File: src/rtl/jtbubl_gfx_romfetch.sv
// 32-bit graphics ROM port served by two 16-bit SDRAM reads, with a one-word tag/data cache.
// Define JTBUBL_ROMFETCH_CACHE_EN to keep the cached word valid while gfx_cs is low.
`timescale 1ns/1ps
module jtbubl_gfx_romfetch (
    input  logic        clk,
    input  logic        rst_n,
    input  logic        gfx_cs,
    input  logic [17:0] gfx_addr,
    output logic [31:0] gfx_data,
    output logic        gfx_ok,
    output logic        sdram_req,
    output logic [18:0] sdram_addr,
    input  logic        sdram_ack,
    input  logic        sdram_rdy,
    input  logic [15:0] sdram_din
);

`ifdef JTBUBL_ROMFETCH_CACHE_EN
    localparam bit KEEP_VALID = 1'b1;
`else
    localparam bit KEEP_VALID = 1'b0;
`endif

    typedef enum logic [2:0] {
        IDLE    = 3'd0,
        REQ_LO  = 3'd1,
        WAIT_LO = 3'd2,
        REQ_HI  = 3'd3,
        WAIT_HI = 3'd4
    } state_t;

    state_t      state_q, state_d;
    logic [17:0] tag_q, tag_d;
    logic [17:0] fetch_addr_q, fetch_addr_d;
    logic [31:0] data_q, data_d;
    logic        valid_q, valid_d;
    logic        hit;

    assign hit        = valid_q & gfx_cs & (gfx_addr == tag_q);
    assign gfx_ok     = hit;
    assign gfx_data   = data_q;
    assign sdram_req  = (state_q == REQ_LO) | (state_q == REQ_HI);
    // Address is derived from the latched fetch address only, so it cannot move under a pending request.
    assign sdram_addr = {fetch_addr_q, state_q == REQ_HI};

    always_comb begin
        state_d      = state_q;
        tag_d        = tag_q;
        fetch_addr_d = fetch_addr_q;
        data_d       = data_q;
        valid_d      = valid_q;

        case (state_q)
            IDLE: begin
                if (gfx_cs && !hit) begin
                    fetch_addr_d = gfx_addr;
                    valid_d      = 1'b0;
                    state_d      = REQ_LO;
                end
            end
            REQ_LO: begin
                if (sdram_ack) state_d = WAIT_LO;
            end
            WAIT_LO: begin
                if (sdram_rdy) begin
                    data_d[15:0] = sdram_din;
                    state_d      = REQ_HI;
                end
            end
            REQ_HI: begin
                if (sdram_ack) state_d = WAIT_HI;
            end
            WAIT_HI: begin
                if (sdram_rdy) begin
                    data_d[31:16] = sdram_din;
                    tag_d         = fetch_addr_q;
                    valid_d       = 1'b1;
                    state_d       = IDLE;
                end
            end
            default: state_d = IDLE;
        endcase

        // Without the persistent cache, any idle cycle on gfx_cs forces a refetch.
        if (!KEEP_VALID && !gfx_cs) valid_d = 1'b0;
    end

    always_ff @(posedge clk) begin
        if (!rst_n) begin
            state_q      <= IDLE;
            tag_q        <= '0;
            fetch_addr_q <= '0;
            data_q       <= '0;
            valid_q      <= 1'b0;
        end else begin
            state_q      <= state_d;
            tag_q        <= tag_d;
            fetch_addr_q <= fetch_addr_d;
            data_q       <= data_d;
            valid_q      <= valid_d;
        end
    end

endmodule

File: config.mk
export PLATFORM = sky130hd
export DESIGN_NAME = jtbubl_gfx_romfetch
export DESIGN_NICKNAME = d
export VERILOG_FILES = /design/src/rtl/jtbubl_gfx_romfetch.sv
export SDC_FILE = /design/constraint.sdc
export NUM_CORES = 1
export LEC_CHECK = 0
export ABC_AREA = 1
export ABC_CLOCK_PERIOD_IN_PS = 2500
export CAP_MARGIN = 20
export CORE_ASPECT_RATIO = 1.4
export CORE_UTILIZATION = 45
export CTS_BUF_LIST = sky130_fd_sc_hd__clkbuf_4 sky130_fd_sc_hd__clkbuf_8
export DETAILED_ROUTE_END_ITERATION = 10
export PLACE_DENSITY = 0.76
export SYNTH_ARGS = -nofsm -noshare
export SYNTH_HDL_FRONTEND = slang
export SYNTH_SLANG_ARGS = --single-unit
File: constraint.sdc
create_clock -name clk -period 2.5 [get_ports clk]
set_input_delay 0.25 -clock clk [delete_from_list [all_inputs] [get_ports clk]]
set_output_delay 0.25 -clock clk [all_outputs]
set_load 0.05 [all_outputs]
Word-level counts from Yosys, hierarchy flattened
Cells that the tools add are included.
Widths: inputs -> output; s select.
- output and inout bits: 53
- logic and storage cells: 38
- register bits after elaboration: 72
- equality and inequality tests: 10
- mux-type cells: 9
- reductions and logical operators: 10
- bitwise gates (word level): 3
- operators with widths (kind ; count):
    $eq 18x18->1 ; 1
    $mux 3 ; 5
    $pmux 3 s5 ; 1
    $ne 2x2->1 const B ; 4
    $reduce_and 2->1 ; 4
    $eq 3x2->1 const B ; 2
    $reduce_and 5->1 ; 1
    $eq 3x1->1 const B ; 1
    $eq 3x3->1 const B ; 1
    $logic_not 3->1 ; 1
    $reduce_and 3->1 ; 1
    $and 1x1->1 ; 2
    $mux 1 ; 2
    $ne 2x1->1 const B ; 1
    $pmux 1 s2 ; 1
    $reduce_bool 2->1 ; 1
    $logic_and 1x1->1 ; 1
    $logic_not 1->1 ; 1
    $or 1x1->1 ; 1

Depth between registers and ports, before layout
Gate-level depths: netlist of the first run.
- depth in word-level cells: 6
- mapped depth: 13
- mapped depth without buffers: 12

Least setup slack after synthesis of the first run
No wires, ideal clock.
- path type: register to register
- from: reg state_q[0]
- to: reg state_q[2]
- period minus slack after synthesis: 2266 ps
- arrival time: 2196 ps
- buffers on the path: 0
- path slack: 234 ps
- stages on the path, launching flop included: 7
- required time: 2430 ps
- cell sequence: dfxtp_1 -> inv_1 -> nor2_1 -> inv_1 -> nor2_1 -> nand3_1 -> a21oi_1
- word-level cells in the longest chain between the ends: 3
- RTL lines (item ; line ; source):
    start: declaration ; 32 ; state_t state_q, state_d;
    start signal: assignment ; 96 ; state_q <= state_d;
    $eq 3x2->1 * ; - ;
    named net sdram_addr[0] ; 12 ; output logic [18:0] sdram_addr,
    $ne 2x1->1 (no line) ; - ;
    $reduce_and 5->1 (no line) ; - ;
Mark *: on every way through the listed nets, which the timed path passes. The rest lies on a longest branch.
A chain may end at the register's enable or synchronous reset.

Final worst setup path of the first run
- from: reg state_q[0]
- to: out sdram_addr[0]
- word-level cells in the longest chain between the ends: 1
- RTL lines (item ; line ; source):
    $eq 3x2->1 ; 44 ; assign sdram_addr = {fetch_addr_q, state_q == REQ_HI};
    end: declaration ; 12 ;
No other way between the ends.

==> results of run 1 <==
critical path, cell delays in order (launching register included):
cell and delay, ns:
dfxtp_1 0.37, inv_1 0.05, nor2_1 0.12, inv_1 0.09
nor2_1 0.14, clkdlybuf4s50_1 0.83
worst max-delay path by stage:
stage / slack [ns] / cells after the start / endpoint
finish: 0.31 / 5 / sdram_addr[0]
global route: 0.19 / 5 / sdram_addr[0]
CTS: 0.29 / 5 / sdram_addr[0]
detailed placement: 0.39 / 8 / gfx_ok
global placement: 0.37 / 8 / gfx_ok
floorplan: 0.23 / 6 / state_q[2]
cell families after synthesis:
group                  count (synthesis)
flip-flops                            72
buffers and inverters                 68
AO/OA/AOI/OAI                         97
XOR/XNOR                               1
AND/OR/NAND/NOR                      201
per-layer routing:
metal  GRT usage (%)  up-vias
met5               0        -
met4            11.0        0
met3            6.37       16
met2            44.2      118
met1            27.3     1509
li1                -     1601
flip-flops by register name, indices dropped and copies added (netlist names):
| register | flops |
|---|---|
| gfx_data | 32 |
| valid_q | 1 |
| fetch_addr_q | 18 |
| tag_q | 18 |
| state_q | 3 |
metrics by stage:
stage / area, µm² / power [mW] / cells / hold slack [ns]
final: 4340 / 2.67 / 621 / 0.463
after floorplan: 3180 / 1.67 / 439 / 0.366
after global placement: 4170 / 1.87 / 605 / 0.449
after CTS: 4340 / 2.69 / 621 / 0.467
after detailed placement: 4170 / 1.88 / 605 / 0.454
after global routing: 4340 / 2.79 / 621 / 0.478
layout make-up:
| type | count | area share (%) |
|---|---|---|
| multi-input combinational | 299 | 33.6 |
| timing repair buffer | 98 | 22.7 |
| tap | 92 | 2.65 |
| sequential | 72 | 33.2 |
| clock inverter | 7 | 1.10 |
| clock buffer | 9 | 2.85 |
| inverter | 44 | 3.86 |
cells in the mapped netlist, types with 2 or more instances:
| library cell | n | area share [%] |
|---|---|---|
| a21oi_1 | 64 | 10 |
| a21oi_2 | 10 | 2.8 |
| buf_2 | 7 | 1.1 |
| clkbuf_1 | 14 | 1.7 |
| dfxtp_1 | 72 | 45 |
| inv_1 | 39 | 4.6 |
| inv_2 | 4 | 0.47 |
| nand2_1 | 97 | 11 |
| nand2_2 | 11 | 2.2 |
| nand3_1 | 58 | 9.1 |
| nand4_1 | 3 | 0.59 |
| nor2_1 | 21 | 2.5 |
| nor2_4 | 2 | 0.71 |
| nor3_1 | 4 | 0.63 |
| o21ai_0 | 19 | 3.0 |
| or2_1 | 3 | 0.59 |
placed cells by master (no fill, tap or decap), types with 3 or more instances in the layout:
cell,netlist,routed
nand2_1,97,97
clkdlybuf4s50_1,0,90
dfxtp_1,72,72
a21oi_1,64,64
nand3_1,58,58
inv_1,39,39
nor2_1,21,21
o21ai_0,19,19
nand2_2,11,11
a21oi_2,10,10
clkbuf_8,0,9
buf_4,1,6
inv_2,4,4
nand4_1,3,3
nor3_1,4,3
or2_1,3,3
clkinv_2,0,3
report_power, final:
part	switching (mW)	leakage [nW]	internal, mW
logic	0.402	0.922	0.215
registers	0.0389	0.583	1.20
clock network	0.464	0.0854	0.359
total	0.905	1.59	1.77
==> results.sh, run 1 <==
export IMPL_status="complete, no violations"
export IMPL_die_x_um=73.1
export IMPL_synth_seq_area_share_pct=45.3
export IMPL_io_buffers=91
export IMPL_route_met3_wl_um=642
export IMPL_postCtsHoldBufs=0
export IMPL_drc=0
export IMPL_yosysWarnings=0
export IMPL_crit_start="state_q[0]"
export IMPL_syn_inst=439
export IMPL_drt_wl_total_um=8710
export IMPL_cp_required_ns=2.25
export IMPL_initial_core_util_pct=47.5
export IMPL_postCtsSetupRepairBufs=0
export IMPL_pwr_density_cell_nw_per_um2=616
export IMPL_register_area_um2=1440
export IMPL_slew_viol_final=0
export IMPL_topRoutingLayerUsed="met4"
export IMPL_routedWlPerCell_um=14.0
export IMPL_synth_edff_count=0
export IMPL_root_buffer="clkbuf_8"
export IMPL_hold_end="gfx_data[21]"
export IMPL_vias=3244
export IMPL_fin_nets=563
export IMPL_start_kind="register"
export IMPL_cts_inserted_buffers=9
export IMPL_num_rows=35
export IMPL_layout_drive_gt1_share_pct=10.2
export IMPL_synthMuxAreaShare_pct=0
export IMPL_core_um2=6700
export IMPL_worstHoldPathCells=2
export IMPL_worst_pin_slew_ns=0.580
export IMPL_path_max_fanout=3
export IMPL_crit_type="register to output pin"
export IMPL_rrSetupSlack_ns=0.70
export IMPL_synth_xor_xnor_area_share_pct=0.275
export IMPL_final_setup_viol_count=0
export IMPL_grt_pass1_wl_um=14100
export IMPL_ys_seq_elements=72
export IMPL_hp_start="gfx_data[21]"
export IMPL_syn_area_um2=3180
export IMPL_cts_tree="yes"
export IMPL_ir_drop_uv=429
export IMPL_fin_tns_setup_ns=0
export IMPL_synth_flop_cell="dfxtp_1"
export IMPL_overflow=0
export IMPL_preCtsSetupSlack_ns=0.392
export IMPL_slew_headroom_pct=61.2
export IMPL_drt_first_pass_iters=7
export IMPL_post_cts_resized=0
export IMPL_insertion_delay_ns=0.35
export IMPL_period_share_pct=87.5
export IMPL_p_leak_nw=1.59
export IMPL_fin_ws_ns=0.313
export IMPL_place_hpwl_um=6220
export IMPL_rr_worst_depth=5
export IMPL_worstHoldPathType="register to register"
export IMPL_fmax_mhz=457
export IMPL_wl_met1_um=3380
export IMPL_rsz0062_at_grt="false"
export IMPL_end_kind="output pin"
export IMPL_synth_top_family_by_area="simple AND/OR/NAND/NOR gates"
export IMPL_route_met2_wl_um=4540
export IMPL_clkTransAtPathRegs_ns=0.08
export IMPL_period_minus_slack_ns=2.19
export IMPL_ys_types=27
export IMPL_synthAdderAreaFrac_pct=0
export IMPL_skew_ns=0.00448
export IMPL_synth_nets=478
export IMPL_synth_async_sr_flop_share_pct=0
export IMPL_syn_area_per_cell_um2=7.25
export IMPL_drv_cap=0
export IMPL_rr_startpoint="state_q[1]"
export IMPL_die_area_um2=7420
export IMPL_cts_buffer_depth=2
export IMPL_critPathArrivalTime_ns=1.94
export IMPL_htreeDepth=3
export IMPL_area_growth_pct=36.4
export IMPL_gp_congestion=0.934
export IMPL_final_core_util_pct=64.8
export IMPL_synth_compound_area_share_pct=16.8
export IMPL_antenna_found_initial=0
export IMPL_grt_usage_pct=24.8
export IMPL_drt_iter0_drc=223
export IMPL_n_antenna_cell=0
export IMPL_ant_nets=0
export IMPL_r2r_end="gfx_data[5]"
export IMPL_numClockSinks=72
export IMPL_hold_violations=0
export IMPL_synth_simple_area_share_pct=28.6
export IMPL_n_fill_cell=606
export IMPL_avgViaCountPerCell=5.22
export IMPL_grt_max_degree=40
export IMPL_multi_input_area_um2=1460
export IMPL_first_global_vias=3138
export IMPL_ios=92
export IMPL_die_h_um=101
Power figures use the tool's default switching activity.
==> run 2: changes to the inputs <==
--- a/config.mk
+++ b/config.mk
@@ -7,7 +7,6 @@
 export LEC_CHECK = 0
 export ABC_AREA = 1
 export ABC_CLOCK_PERIOD_IN_PS = 2500
-export CAP_MARGIN = 20
 export CORE_ASPECT_RATIO = 1.4
 export CORE_UTILIZATION = 45
 export CTS_BUF_LIST = sky130_fd_sc_hd__clkbuf_4 sky130_fd_sc_hd__clkbuf_8
==> results of run 2 <==
Final layout, timing and power as in run 1 (identical DEF).
==> run 3: changes to the inputs <==
--- a/config.mk
+++ b/config.mk
@@ -6,7 +6,6 @@
 export NUM_CORES = 1
 export LEC_CHECK = 0
 export ABC_AREA = 1
-export ABC_CLOCK_PERIOD_IN_PS = 2500
 export CORE_ASPECT_RATIO = 1.4
 export CORE_UTILIZATION = 45
 export CTS_BUF_LIST = sky130_fd_sc_hd__clkbuf_4 sky130_fd_sc_hd__clkbuf_8
==> results of run 3 <==
Final layout, timing and power as in run 1 (identical DEF).
